### src/rtl/triangle_setup.sv
// Triangle setup: latches a screen-space triangle, computes its clamped bounding box and
// twice its signed area, and discards degenerate or offscreen triangles.
// Optional macro TRIANGLE_SETUP_BACKFACE_CULL_EN also discards clockwise (negative-area) triangles.
module triangle_setup #(
    parameter int unsigned SCREEN_W = 1280,
    parameter int unsigned SCREEN_H = 720
) (
    input  logic                   clk,
    input  logic                   rst,
    input  logic                   in_valid,
    output logic                   in_ready,
    input  logic [2:0][2:0][10:0]  triangle_2d,
    output logic                   out_valid,
    input  logic                   out_ready,
    output logic [2:0][2:0][10:0]  tri_out,
    output logic [10:0]            bbox_xmin,
    output logic [10:0]            bbox_xmax,
    output logic [10:0]            bbox_ymin,
    output logic [10:0]            bbox_ymax,
    output logic signed [24:0]     area2,
    output logic [15:0]            drop_count
);

    localparam logic [10:0] XLIM = 11'(SCREEN_W - 1);
    localparam logic [10:0] YLIM = 11'(SCREEN_H - 1);

    typedef enum logic [2:0] {IDLE, BBOX, MUL0, MUL1, OUT} state_t;

    state_t             state_q;
    logic signed [11:0] dx1_q, dy1_q, dx2_q, dy2_q;
    logic signed [23:0] p0_q;

    logic [10:0]        x0, y0, x1, y1, x2, y2;
    logic [10:0]        xmin_d, xmax_d, ymin_d, ymax_d;
    logic signed [11:0] dx1_d, dy1_d, dx2_d, dy2_d;
    logic signed [23:0] p0_d, p1_d;
    logic signed [24:0] area2_d;
    logic               drop_d;

    assign x0 = tri_out[0][0];
    assign y0 = tri_out[0][1];
    assign x1 = tri_out[1][0];
    assign y1 = tri_out[1][1];
    assign x2 = tri_out[2][0];
    assign y2 = tri_out[2][1];

    // Datapath for the latched triangle; each term is consumed in its own FSM state.
    always_comb begin
        xmin_d = x0;
        xmax_d = x0;
        ymin_d = y0;
        ymax_d = y0;
        if (x1 < xmin_d) xmin_d = x1;
        if (x2 < xmin_d) xmin_d = x2;
        if (x1 > xmax_d) xmax_d = x1;
        if (x2 > xmax_d) xmax_d = x2;
        if (y1 < ymin_d) ymin_d = y1;
        if (y2 < ymin_d) ymin_d = y2;
        if (y1 > ymax_d) ymax_d = y1;
        if (y2 > ymax_d) ymax_d = y2;

        dx1_d = $signed({1'b0, x1}) - $signed({1'b0, x0});
        dy1_d = $signed({1'b0, y1}) - $signed({1'b0, y0});
        dx2_d = $signed({1'b0, x2}) - $signed({1'b0, x0});
        dy2_d = $signed({1'b0, y2}) - $signed({1'b0, y0});

        p0_d    = dx1_q * dy2_q;
        p1_d    = dx2_q * dy1_q;
        area2_d = $signed({p0_q[23], p0_q}) - $signed({p1_d[23], p1_d});

        drop_d = (area2_d == 25'sd0) || (bbox_xmin > XLIM) || (bbox_ymin > YLIM);
`ifdef TRIANGLE_SETUP_BACKFACE_CULL_EN
        if (area2_d[24]) drop_d = 1'b1;
`else
`endif
    end

    // Control FSM with registered handshake and result outputs.
    always_ff @(posedge clk or posedge rst) begin
        if (rst) begin
            state_q    <= IDLE;
            in_ready   <= 1'b1;
            out_valid  <= 1'b0;
            tri_out    <= '0;
            bbox_xmin  <= '0;
            bbox_xmax  <= '0;
            bbox_ymin  <= '0;
            bbox_ymax  <= '0;
            area2      <= '0;
            drop_count <= '0;
            dx1_q      <= '0;
            dy1_q      <= '0;
            dx2_q      <= '0;
            dy2_q      <= '0;
            p0_q       <= '0;
        end else begin
            case (state_q)
                IDLE: begin
                    if (in_valid) begin
                        tri_out  <= triangle_2d;
                        in_ready <= 1'b0;
                        state_q  <= BBOX;
                    end
                end
                BBOX: begin
                    bbox_xmin <= xmin_d;
                    bbox_ymin <= ymin_d;
                    bbox_xmax <= (xmax_d > XLIM) ? XLIM : xmax_d;
                    bbox_ymax <= (ymax_d > YLIM) ? YLIM : ymax_d;
                    dx1_q     <= dx1_d;
                    dy1_q     <= dy1_d;
                    dx2_q     <= dx2_d;
                    dy2_q     <= dy2_d;
                    state_q   <= MUL0;
                end
                MUL0: begin
                    p0_q    <= p0_d;
                    state_q <= MUL1;
                end
                MUL1: begin
                    area2 <= area2_d;
                    if (drop_d) begin
                        if (drop_count != 16'hFFFF) drop_count <= drop_count + 16'd1;
                        in_ready <= 1'b1;
                        state_q  <= IDLE;
                    end else begin
                        out_valid <= 1'b1;
                        state_q   <= OUT;
                    end
                end
                OUT: begin
                    if (out_ready) begin
                        out_valid <= 1'b0;
                        in_ready  <= 1'b1;
                        state_q   <= IDLE;
                    end
                end
                default: begin
                    out_valid <= 1'b0;
                    in_ready  <= 1'b1;
                    state_q   <= IDLE;
                end
            endcase
        end
    end

endmodule

### config.mk
export PLATFORM = sky130hd
export DESIGN_NAME = triangle_setup
export DESIGN_NICKNAME = d
export VERILOG_FILES = /design/src/rtl/triangle_setup.sv
export SDC_FILE = /design/constraint.sdc
export NUM_CORES = 2
export LEC_CHECK = 0
export CELL_PAD_IN_SITES_DETAIL_PLACEMENT = 0
export CELL_PAD_IN_SITES_GLOBAL_PLACEMENT = 2
export CORE_ASPECT_RATIO = 1.1
export CORE_MARGIN = 10
export CORE_UTILIZATION = 40
export CTS_CLUSTER_DIAMETER = 50
export CTS_CLUSTER_SIZE = 14
export DETAILED_ROUTE_END_ITERATION = 8
export GPL_TIMING_DRIVEN = 0
export HOLD_SLACK_MARGIN = 0.03
export PLACE_DENSITY_LB_ADDON = 0.1
export SLEW_MARGIN = 40
export SYNTH_ARGS = -nofsm -noshare
export SYNTH_HDL_FRONTEND = slang
export SYNTH_SLANG_ARGS = --single-unit
### constraint.sdc
create_clock -name clk -period 12.9 [get_ports clk]
set_clock_uncertainty 0.05 [all_clocks]
set_input_delay 1.29 -clock clk [delete_from_list [all_inputs] [get_ports clk]]
set_output_delay 1.29 -clock clk [all_outputs]
set_load 0.005 [all_outputs]
==> flow_metrics.tcl <==
set metrics [dict create \
    grt_start_max_net_pins 79 \
    worstPathMaxFanout 10 \
    routedWlPerCell_um 21.8 \
    grt_remaining_overflow 0 \
    post_cts_resize_count 0 \
    post-route-period-util 0.602 \
    synth.cell_area_sq_mm 0.0257 \
    final_nets 3675 \
    drt_pass1_iterations 5 \
    synth_area_per_cell_sq_um 9.41 \
    cts_root_buf "sky130_fd_sc_hd__clkbuf_16" \
    cts.htree.levels 2 \
    dp.final_hpwl_um 70100 \
    postCtsSetupRepairBufs 0 \
    syn_to_final_growth_pct 21.4 \
    tritoncts_sinks 261 \
    finalMaxSlewViolations 0 \
    tightest_slew_ns 0.878 \
    min_path_cells 2 \
    timing.final.hold_violations 0 \
    min_from "area2[10]" \
    yosysMostFrequentCell "sky130_fd_sc_hd__inv_1" \
    synth_top_cells_by_area "sky130_fd_sc_hd__dfrtp_1 (25%), sky130_fd_sc_hd__fa_1 (23%), sky130_fd_sc_hd__ha_1 (9.8%)" \
    clk-insertion-delay-late_ns 0.60 \
    critical_path.endpoint_type "register" \
    first_global_vias 22400 \
    async_flop_share 1.00 \
    sequential_cell_area_sq_mm 0.00653 \
    grt_first_pass_wirelength_um 134000 \
    final.setup.tns_ns 0 \
    fp.coreArea_sq_mm 0.0637 \
    cts.hold.buffers_added 0 \
    cp_data_required_time_ns 13.31 \
    detailedRoute.firstIterationViolations 955 \
    synth-edff-count 0 \
    synth-seq-cells 261 \
    worst-endpoint-arrival_ns 8.18 \
    max_cap_viols 0 \
    startpoint_type_of_the_worst_setup_path "register" \
    achievable-frequency_mhz 129 \
    crit_path_start "dx2_q[11]" \
    status "finished clean" \
    slew_headroom 0.413 \
    post-synth-top-area-fraction 0.253 \
    post-route-min-period_ns 7.77 \
    syn_nets 3341 \
    die_w_um 262 \
    ys_dominant_reg_cell "sky130_fd_sc_hd__dfrtp_1" \
    timing_worst_setup_path_type "register to register" \
    netlist.top_cell.by_area "sky130_fd_sc_hd__dfrtp_1" \
    worst_r2r_path_depth 27 \
    yosysWarnings 0 \
    insertedDiodeCount 0 \
    tritoncts_clock_tree "built" \
    finalWeightedCongestion 0.923 \
    die-height_um 286 \
    rows 97 \
    count_of_different_cell_masters_after_synthesis 81 \
    multi_input_comb_area_sq_mm 0.0171 \
    fp.dieArea_sq_mm 0.0749 \
    setup_viol 0 \
    min_path_type "register to register" \
    clk_path_buf_depth 3 \
    syn-instance-count 2737 \
    vias 20300 \
    reg2reg_from "dx2_q[11]" \
    floorplan.initialDensity 0.404 \
    tritoncts.num_buffers 41 \
    unrepaired_setup_endpoints_after_global_routing "no" \
    numPortBuffers 288 \
    final_antenna_net_count 0 \
    totalWireLength_um 85800 \
    sequential_to_total_area_share_from_yosys_stat 0.254 \
    drc_errors 0 \
    drive_gt1_frac 0.0674 \
    fillers 6075 \
    io_pins 289 \
    antenna_found_initial 2 \
    most_frequent_cells_after_synthesis "sky130_fd_sc_hd__inv_1 (443), sky130_fd_sc_hd__nand2_1 (350), sky130_fd_sc_hd__fa_1 (299), sky130_fd_sc_hd__dfrtp_1 (260), sky130_fd_sc_hd__ha_1 (202)" \
    cts.reportedPaths.clkPinSlew_ns 0.06 \
    post_detailed_route_via_to_cell_ratio 5.15 \
    grtUsageTotal 0.232 \
]
## layout by cell type, fill, tap and decap left out, drive strengths merged, types with 47 or more instances in the layout
cell and count:
o21ai 168, fa 299, mux2 93, clkdlybuf4s50 288, xnor2 47, nor2 86
a21oi 77, nand2 350, and2 139, inv 452, dfrtp 260, ha 202
clkbuf 150
## logic make-up (layout without fill, tap and decap cells)
| logic type | after synthesis | after routing | synth area share |
|---|---|---|---|
| buf+inv | 558 | 924 | 0.0822 |
| flops | 261 | 261 | 0.254 |
| compound gates | 447 | 447 | 0.112 |
| xor+xnor | 69 | 69 | 0.0235 |
| mux | 123 | 123 | 0.0523 |
| fa+ha+maj | 501 | 501 | 0.331 |
| simple gates | 778 | 778 | 0.145 |
## per-layer routing
layer / GRT usage / vias to the layer above / wire [um]
met1: 0.286 / 10100 / 36200
met4: 0.0736 / 4 / 2790
met5: 0 / - / 31
li1: - / 9586 / -
met3: 0.0536 / 128 / 5110
met2: 0.395 / 482 / 41700
## critical path, stage by stage, from the launching register on
cell and delay, ns:
sky130_fd_sc_hd__dfrtp_1 0.46, sky130_fd_sc_hd__clkbuf_1 0.29, sky130_fd_sc_hd__nand2_1 0.19, sky130_fd_sc_hd__inv_1 0.07, sky130_fd_sc_hd__fa_1 0.50, sky130_fd_sc_hd__inv_1 0.08
sky130_fd_sc_hd__fa_1 0.97, sky130_fd_sc_hd__inv_1 0.21, sky130_fd_sc_hd__fa_1 0.57, sky130_fd_sc_hd__inv_1 0.05, sky130_fd_sc_hd__fa_1 0.46, sky130_fd_sc_hd__fa_1 0.56
sky130_fd_sc_hd__inv_1 0.06, sky130_fd_sc_hd__fa_1 0.49, sky130_fd_sc_hd__inv_1 0.04, sky130_fd_sc_hd__ha_1 0.40, sky130_fd_sc_hd__a21oi_1 0.15, sky130_fd_sc_hd__o21ai_0 0.08
sky130_fd_sc_hd__a21oi_1 0.22, sky130_fd_sc_hd__and2_1 0.18, sky130_fd_sc_hd__nand4_1 0.13, sky130_fd_sc_hd__a21o_1 0.21, sky130_fd_sc_hd__a211oi_1 0.21, sky130_fd_sc_hd__and4_1 0.31
sky130_fd_sc_hd__a31o_4 0.25, sky130_fd_sc_hd__buf_8 0.15, sky130_fd_sc_hd__nand4_1 0.12, sky130_fd_sc_hd__xnor2_1 0.15
## final cells by class
type,instances,area share
well taps,841,0.0337
inverters,443,0.0535
repair buffers,291,0.0949
clock inverters,26,0.0119
flip-flops and latches,261,0.209
plain buffers,115,0.0147
clock buffers,49,0.0348
multi-input cells,1918,0.548
## through the flow
stage / std cells / setup slack, ns / area [sq um] / hold WS [ns] / utilization
3_3_place_gp: 3866 / 0.613 / 29700 / 0.413 / 0.466
3_5_place_dp: 3869 / 5.10 / 29800 / 0.424 / 0.467
5_1_grt: 3944 / 4.58 / 31200 / 0.458 / 0.490
4_1_cts: 3944 / 5.07 / 31200 / 0.436 / 0.490
2_1_floorplan: 2737 / 4.38 / 25700 / 0.399 / -
6_report: 3944 / 5.13 / 31200 / 0.433 / 0.490
## final timing paths
| check | to | slack (ns) |
|---|---|---|
| max | drop_count[3] | 5.13 |
| min | area2[10] | 0.43 |
| max reg2reg | drop_count[3] | 5.13 |
| min reg2reg | area2[10] | 0.43 |
| max in group asynchronous | in_ready | 10.95 |
| min in group asynchronous | tri_out[96] | 1.05 |
## flip-flops by register name, summed over array words and instances (netlist names), 12 cells and up
name and flops:
area2 25, drop_count 16, dx1_q 12, dx2_q 12, dy1_q 12, dy2_q 12
p0_q 24, tri_out 33
Power is left out: the tool's default activity adds up to more than one toggle a clock period on the data nets, which glitch-free logic cannot reach.
